### src/rtl/mux_rr_nxw.sv
// N-channel to 1 registered multiplexer with valid/ready handshakes.
// The channel is chosen either by an external select or by a round-robin
// arbiter. A single output register sustains one word per cycle.
module mux_rr_nxw #(
  parameter int N_CH    = 8,
  parameter int DATA_W  = 8,
  parameter int RR_MODE = 0,
  localparam int SEL_W  = (N_CH > 1) ? $clog2(N_CH) : 1
) (
  input  logic                     clk,
  input  logic                     rst_n,
  input  logic [N_CH*DATA_W-1:0]   in_data,
  input  logic [N_CH-1:0]          in_valid,
  output logic [N_CH-1:0]          in_ready,
  input  logic [SEL_W-1:0]         sel,
  output logic [DATA_W-1:0]        out_data,
  output logic [SEL_W-1:0]         out_ch,
  output logic                     out_valid,
  input  logic                     out_ready
);

  typedef enum logic [0:0] {StEmpty, StFull} state_e;

  state_e              state_q, state_d;
  logic [DATA_W-1:0]   data_q;
  logic [SEL_W-1:0]    ch_q;
  logic [SEL_W-1:0]    ptr_q;
  logic [SEL_W-1:0]    grant;
  logic                grant_ok;
  logic                load_en;
  logic                in_xfer;
  logic [DATA_W-1:0]   grant_data;

  assign out_valid = (state_q == StFull);
  assign out_data  = data_q;
  assign out_ch    = ch_q;

  // The register can take a new word when empty or being drained this cycle.
  assign load_en = !out_valid || out_ready;

  // Grant: external select, or first valid channel searching upward from ptr.
  always_comb begin
    int idx;
    idx      = 0;
    grant    = '0;
    grant_ok = 1'b0;
    if (RR_MODE == 0) begin
      grant    = sel;
      grant_ok = (int'(sel) < N_CH);
    end else begin
      for (int i = 0; i < N_CH; i++) begin
        idx = int'(ptr_q) + i;
        if (idx >= N_CH) idx = idx - N_CH;
        if (!grant_ok && in_valid[idx]) begin
          grant    = idx[SEL_W-1:0];
          grant_ok = 1'b1;
        end
      end
    end
  end

  // One-hot ready to the granted channel; held low throughout reset.
  always_comb begin
    in_ready = '0;
    if (rst_n && grant_ok && load_en) in_ready[grant] = 1'b1;
  end

  assign in_xfer = |(in_valid & in_ready);

  // Word of the granted channel.
  always_comb begin
    grant_data = '0;
    for (int k = 0; k < N_CH; k++) begin
      if (grant == k[SEL_W-1:0]) grant_data = in_data[k*DATA_W +: DATA_W];
    end
  end

  // Output occupancy next state.
  always_comb begin
    state_d = state_q;
    unique case (state_q)
      StEmpty: if (in_xfer) state_d = StFull;
      StFull:  if (out_ready && !in_xfer) state_d = StEmpty;
      default: state_d = StEmpty;
    endcase
  end

  // Occupancy state register.
  always_ff @(posedge clk or negedge rst_n) begin
    if (!rst_n) state_q <= StEmpty;
    else        state_q <= state_d;
  end

  // Output word and source index; hold when nothing is loaded.
  always_ff @(posedge clk or negedge rst_n) begin
    if (!rst_n) begin
      data_q <= '0;
      ch_q   <= '0;
    end else if (in_xfer) begin
      data_q <= grant_data;
      ch_q   <= grant;
    end
  end

  // Round-robin pointer moves just past the channel that transferred.
  always_ff @(posedge clk or negedge rst_n) begin
    if (!rst_n) begin
      ptr_q <= '0;
    end else if (RR_MODE != 0 && in_xfer) begin
      if (int'(grant) == N_CH - 1) ptr_q <= '0;
      else                         ptr_q <= grant + 1'b1;
    end
  end

endmodule

### config.mk
export PLATFORM = sky130hd
export DESIGN_NAME = mux_rr_nxw
export DESIGN_NICKNAME = d
export VERILOG_FILES = /design/src/rtl/mux_rr_nxw.sv
export SDC_FILE = /design/constraint.sdc
export NUM_CORES = 1
export LEC_CHECK = 0
export BUFFER_PORTS_ARGS = -buffer_cell sky130_fd_sc_hd__buf_4
export CAP_MARGIN = 10
export CORE_MARGIN = 5
export CORE_UTILIZATION = 38
export DETAILED_ROUTE_END_ITERATION = 8
export GPL_TIMING_DRIVEN = 0
export HOLD_SLACK_MARGIN = 0.15
export MAX_ROUTING_LAYER = met4
export PLACE_DENSITY = 0.84
export SYNTH_ARGS = -nofsm -noshare
export SYNTH_HDL_FRONTEND = slang
export SYNTH_SLANG_ARGS = --single-unit
### constraint.sdc
create_clock -name clk -period 1.9 [get_ports clk]
set_input_delay 0.285 -clock clk [delete_from_list [all_inputs] [get_ports clk]]
set_output_delay 0.285 -clock clk [all_outputs]
set_load 0.005 [all_outputs]
# After elaboration in Yosys (flattened, before gate mapping)
# Index checks and enable logic that the tools add are counted.
# word_totals
input_bits	78
regBits	12
out_inout_bits	20
wordCells	36
# op_classes
mux	14
reduce_logical	8
n_bitwise	2
n_eq_ne	7
n_lt_le_gt_ge	2
# ops
operator	n
8-bit 2-to-1 mux	9
3-bit equality test, second input constant	4
8-bit bitwise AND	1
8-bit OR reduction	1
3-bit by 2-bit equality test with 1-bit output, second input constant	2
3-bit by 4-bit less-than comparator with 1-bit output, second input constant	1
1-bit demux with 3-bit select	1
3-bit by 1-bit equality test with 1-bit output, second input constant	1
3-bit by 1-bit >= comparator with 1-bit output, second input constant	1
1-bit logical AND	3
3-bit logical NOT	1
1-bit 2-to-1 mux	3
1-bit logical NOT	2
1-bit one-hot mux with 2 select lines	1
1-bit logical OR	1
1-bit NOT	1

# Depth between registers and ports, before layout
# logic_depth
ltp_word	11
ltp_mapped	6

# Worst setup path before layout
# OpenSTA, ideal clock, no wires.
# synth_timing
path_kind	in2reg
startpoint	input port sel[2]
endpoint	register ch_q[0], in the netlist out_ch[0]
required_ps	1775
path_stages	6
path_slack_ps	334
setup_time_ps	125
path_buffers	2
arrival_time_ps	1441
path_cell_list	buf_2 or2_1 o22ai_1 o21a_2 buf_6 mux2_4
# synth_between
elab_chain_len	7
word_cells_on_any_way	8
classes_between	2 x order compare; 3 x mux; 1 x bitwise; 2 x reduce/logical
# synth_lines
element	line_no	text
from (decl)	15	input logic [SEL_W-1:0] sel,
3-bit by 4-bit less-than comparator with 1-bit output (implied by the code) or 3-bit by 1-bit >= comparator with 1-bit output (tied branches)	65	if (rst_n && grant_ok && load_en) in_ready[grant] = 1'b1;
1-bit logical AND (implied by the code)	65	
1-bit 2-to-1 mux (implied by the code)	65	
1-bit demux with 3-bit select (*)	n/a	
8-bit 2-to-1 mux (*)	65	
8-bit bitwise AND (*)	68	assign in_xfer = |(in_valid & in_ready);
8-bit OR reduction (*)	68	
to (signal assigned)	101	ch_q <= grant;
to (decl)	26	logic [SEL_W-1:0] ch_q;
# Every way passes the cells marked *; elsewhere a longest branch is shown, timed or not.
# A chain may end at the register's enable or synchronous reset.

# Final worst setup path
# layout_timing
startpoint	register state_q, in the netlist out_valid
endpoint	output port in_ready[0]
# layout_between
elab_chain_len	4
# layout_lines
element	line_no	text
from (decl)	24	state_e state_q, state_d;
from (signal assigned)	90	if (!rst_n) state_q <= StEmpty;
from (signal assigned)	91	else state_q <= state_d;
1-bit logical NOT	39	assign load_en = !out_valid || out_ready;
1-bit logical OR	39	
1-bit logical AND	65	
8-bit 2-to-1 mux	65	
to (decl)	14	output logic [N_CH-1:0] in_ready,
# No other way between the ends.

==> results.md <==
- Status: complete, no violations
- Chip width: 65.1 µm
- Crit-path slowest cell: dfrtp_1
- Count leader, synth: nand2_1
- Antenna violations before repair: 0
- Cts bufs inserted: 3
- Max Clk Rate: 576 MHz
- IO Port Bufs: 97
- Required time worst endpoint: roughly 1.6 ns
- M1 WL: about 1400 µm
- Routed wl met2: 2090 µm
- TritonCTS clock tree: done
- Max-slew headroom: 66.5%
- Clock sinks: 12
- RSZ-0062 raised after global routing: false
- Switching part of the total: 27.4%
- Worst Setup End Kind: output port
- Remaining Overflow, GRT: 0
- Static leakage: 1.00 nW
- Fin util: 65.7%
- Sw Pwr: 0.295 mW
- ANT nets after route: 0
- Synth unique cells: 24
- Longest Clk Path Bufs: 2
- Final Cycle Share: 91.4%
- Area contributors post-synth: dfrtp_1 (26%), mux4_2 (23%), mux2_4 (12%)
- Hold Path Class: input port to register
- # Post-CTS Setup Buffers: 0
- Main synth FF type: dfrtp_1
- VDD IR max: 0.000221 V
- Gpl congestion: a little over 0.9
- First-pass GRT wire length: 6040 µm
- Setup Skew: 0.00185 ns
- Core area: 0.00298 mm²
- Power density over cell area: between 500 and 600 mW/mm²
- Synth Instances: 103
- R2r endpoint: out_data[2]
- Clock Power Share: 13.4%
- Async SR Flop Fraction: 100%
- Register bit total from synthesis: 12
- Vias in the first global route: 1348
- Uppermost routed layer: met4
- Worst Tran Pin Value: 0.501 ns
- Seq pwr share: 36.1%
- Die Y: 65.1 µm
- Final Hold Violating Endpoints: 0
- Via density: a little over 5
- Int Power: 0.784 mW
- Initial Utilization: between 30% and 40%
- R2R Setup Slk: 0.33 ns
- Worst Reg-to-Reg Cells: 4
- TNS Setup: 0 ns
- Startpoint Class: register
- Final worst path period need: 1.74 ns
- N_diodes: 0
- Ports: slightly below 100
- Htree depth: 1
- Fin nets: 284
- CP cell instances: a21boi_1 > nand2b_1 > nor2_1 > buf_4
- Worst-path clk slew: around 0.060 ns
- Worst Hold Launch: out_ready
- Average cell area after synthesis: around 11 µm²
- Crit path DAT: 1.45 ns
- Reg2reg start: out_valid
- Met3 wire len: 209 µm
- Post-synth top area share: a little over a quarter
- # setup viols final: 0
- Cell Rows: 20
- Part of the power in combinational logic: 50.5%
- Largest net degree at the start of global routing: 13
- Synthesized area: about 0.0012 mm²
- Detailed Place HPWL: approximately 3300 µm
- Slew Limit Fails: 0
- Share of post-route cells with drive strength above 1: 64.7%
- DR WL/cell: 15.8 µm
- Hold path depth: 3
- Via count: ~1200
- Kind of critical path: register to output port
- Area Growth Syn to Fin: 69.5%
- Max Cap Viol: 0
- Crit Path Max Fanout: 4
- DRC: 0
- Max incr delay on CP: 0.40 ns
- Worst-skew pair later-pin latency: 0.26 ns
- Syn Nets: 181
- Hold EP: out_valid
- Register area share after synthesis: 26.0%
- Post-synth EDFFs: 0
- Most instantiated cells after synthesis: nand2_1 (21), dfrtp_1 (12), mux4_2 (12)
- Final wirelength: 3740 µm
- Root Driver: clkbuf_4
- Total track usage: 18.7%
- Die area: 0.00424 mm²
- Leading area contributor after synthesis: dfrtp_1
- DRT iter0 DRCs: 5
- Drt first pass iters: 4
- Syn. warnings: 0
==> critical path, delay by kind of cell (launching register included) <==
family / cells / cell delay [ns]
flip-flops: 1 / 0.40
AO/OA/AOI/OAI: 1 / 0.32
AND/OR/NAND/NOR: 2 / 0.34
buffers and inverters: 1 / 0.13
==> placed cells by master (no fill, tap or decap), types with 3 or more instances in the layout <==
master and n:
dfrtp_1 12, o22ai_1 5, clkbuf_4 3, inv_1 3
nor2_1 9, buf_6 3, mux2i_1 6, nand2b_1 5
buf_2 3, nand2_1 21, mux4_2 12, mux2_2 3
mux2_4 9, buf_4 97
==> worst max-delay path by stage <==
stage | start | endpoint | slack [ns]
finish | out_valid | in_ready[0] | 0.16
global route | out_valid | in_ready[0] | 0.05
CTS | out_valid | in_ready[5] | 0.03
detailed placement | sel[2] | out_data[2] | 0.08
global placement | sel[2] | out_data[2] | 0.11
floorplan | sel[2] | out_ch[0] | 0.33
==> power by group through the flow <==
stage / Sequential [mW] / Combinational, mW / Clock (mW)
after global placement: 0.389 / 0.534 / 0
after detailed placement: 0.394 / 0.550 / 0
after floorplan: 0.385 / 0.251 / 0
after global routing: 0.398 / 0.594 / 0.162
final: 0.389 / 0.546 / 0.145
after CTS: 0.390 / 0.551 / 0.153
==> layer usage <==
metal	up-vias	track usage, %
li1	583	-
met1	559	21.7
met2	54	33.3
met3	10	1.88
met4	0	7.51
met5	-	-
==> repair_timing <==
item                                    in CTS  in global routing
hold endpoints to repair                    12                  0
hold buffers                                 1                  0
endpoints found under the setup margin       0                  8
resized for setup                            0                  1
==> registers in the layout, indices dropped and copies added, names as in the netlist <==
signal     flops
out_data       8
out_ch         3
out_valid      1
==> logic make-up after synthesis <==
logic type,synth area share (%)
AND/OR/NAND/NOR,14.2
AO/OA/AOI/OAI,6.29
flip-flops,26.0
buffers and inverters,6.94
multiplexers,46.5
==> cell type report <==
type	instances	area, µm²
Sequential cell	12	300
Clock buffer	3	22.5
Fill cell	232	1020
Inverter	3	11.3
Timing Repair Buffer	98	738
Buffer	7	68.8
Multi-Input combinational cell	81	773
Tap cell	33	41.3
==> through the flow <==
stage / cell area (µm²) / hold slack (ns) / std cells / power (mW) / setup slack [ns]
global placement: 1920 / 0.125 / 233 / 0.923 / 0.106
floorplan: 1150 / -0.0106 / 103 / 0.636 / 0.334
global route: 1960 / 0.307 / 237 / 1.15 / 0.0536
finish: 1960 / 0.318 / 237 / 1.08 / 0.164
detailed placement: 1920 / 0.132 / 233 / 0.944 / 0.0754
CTS: 1960 / 0.300 / 237 / 1.09 / 0.0335
No activity file was read; power rests on OpenSTA's default activity.
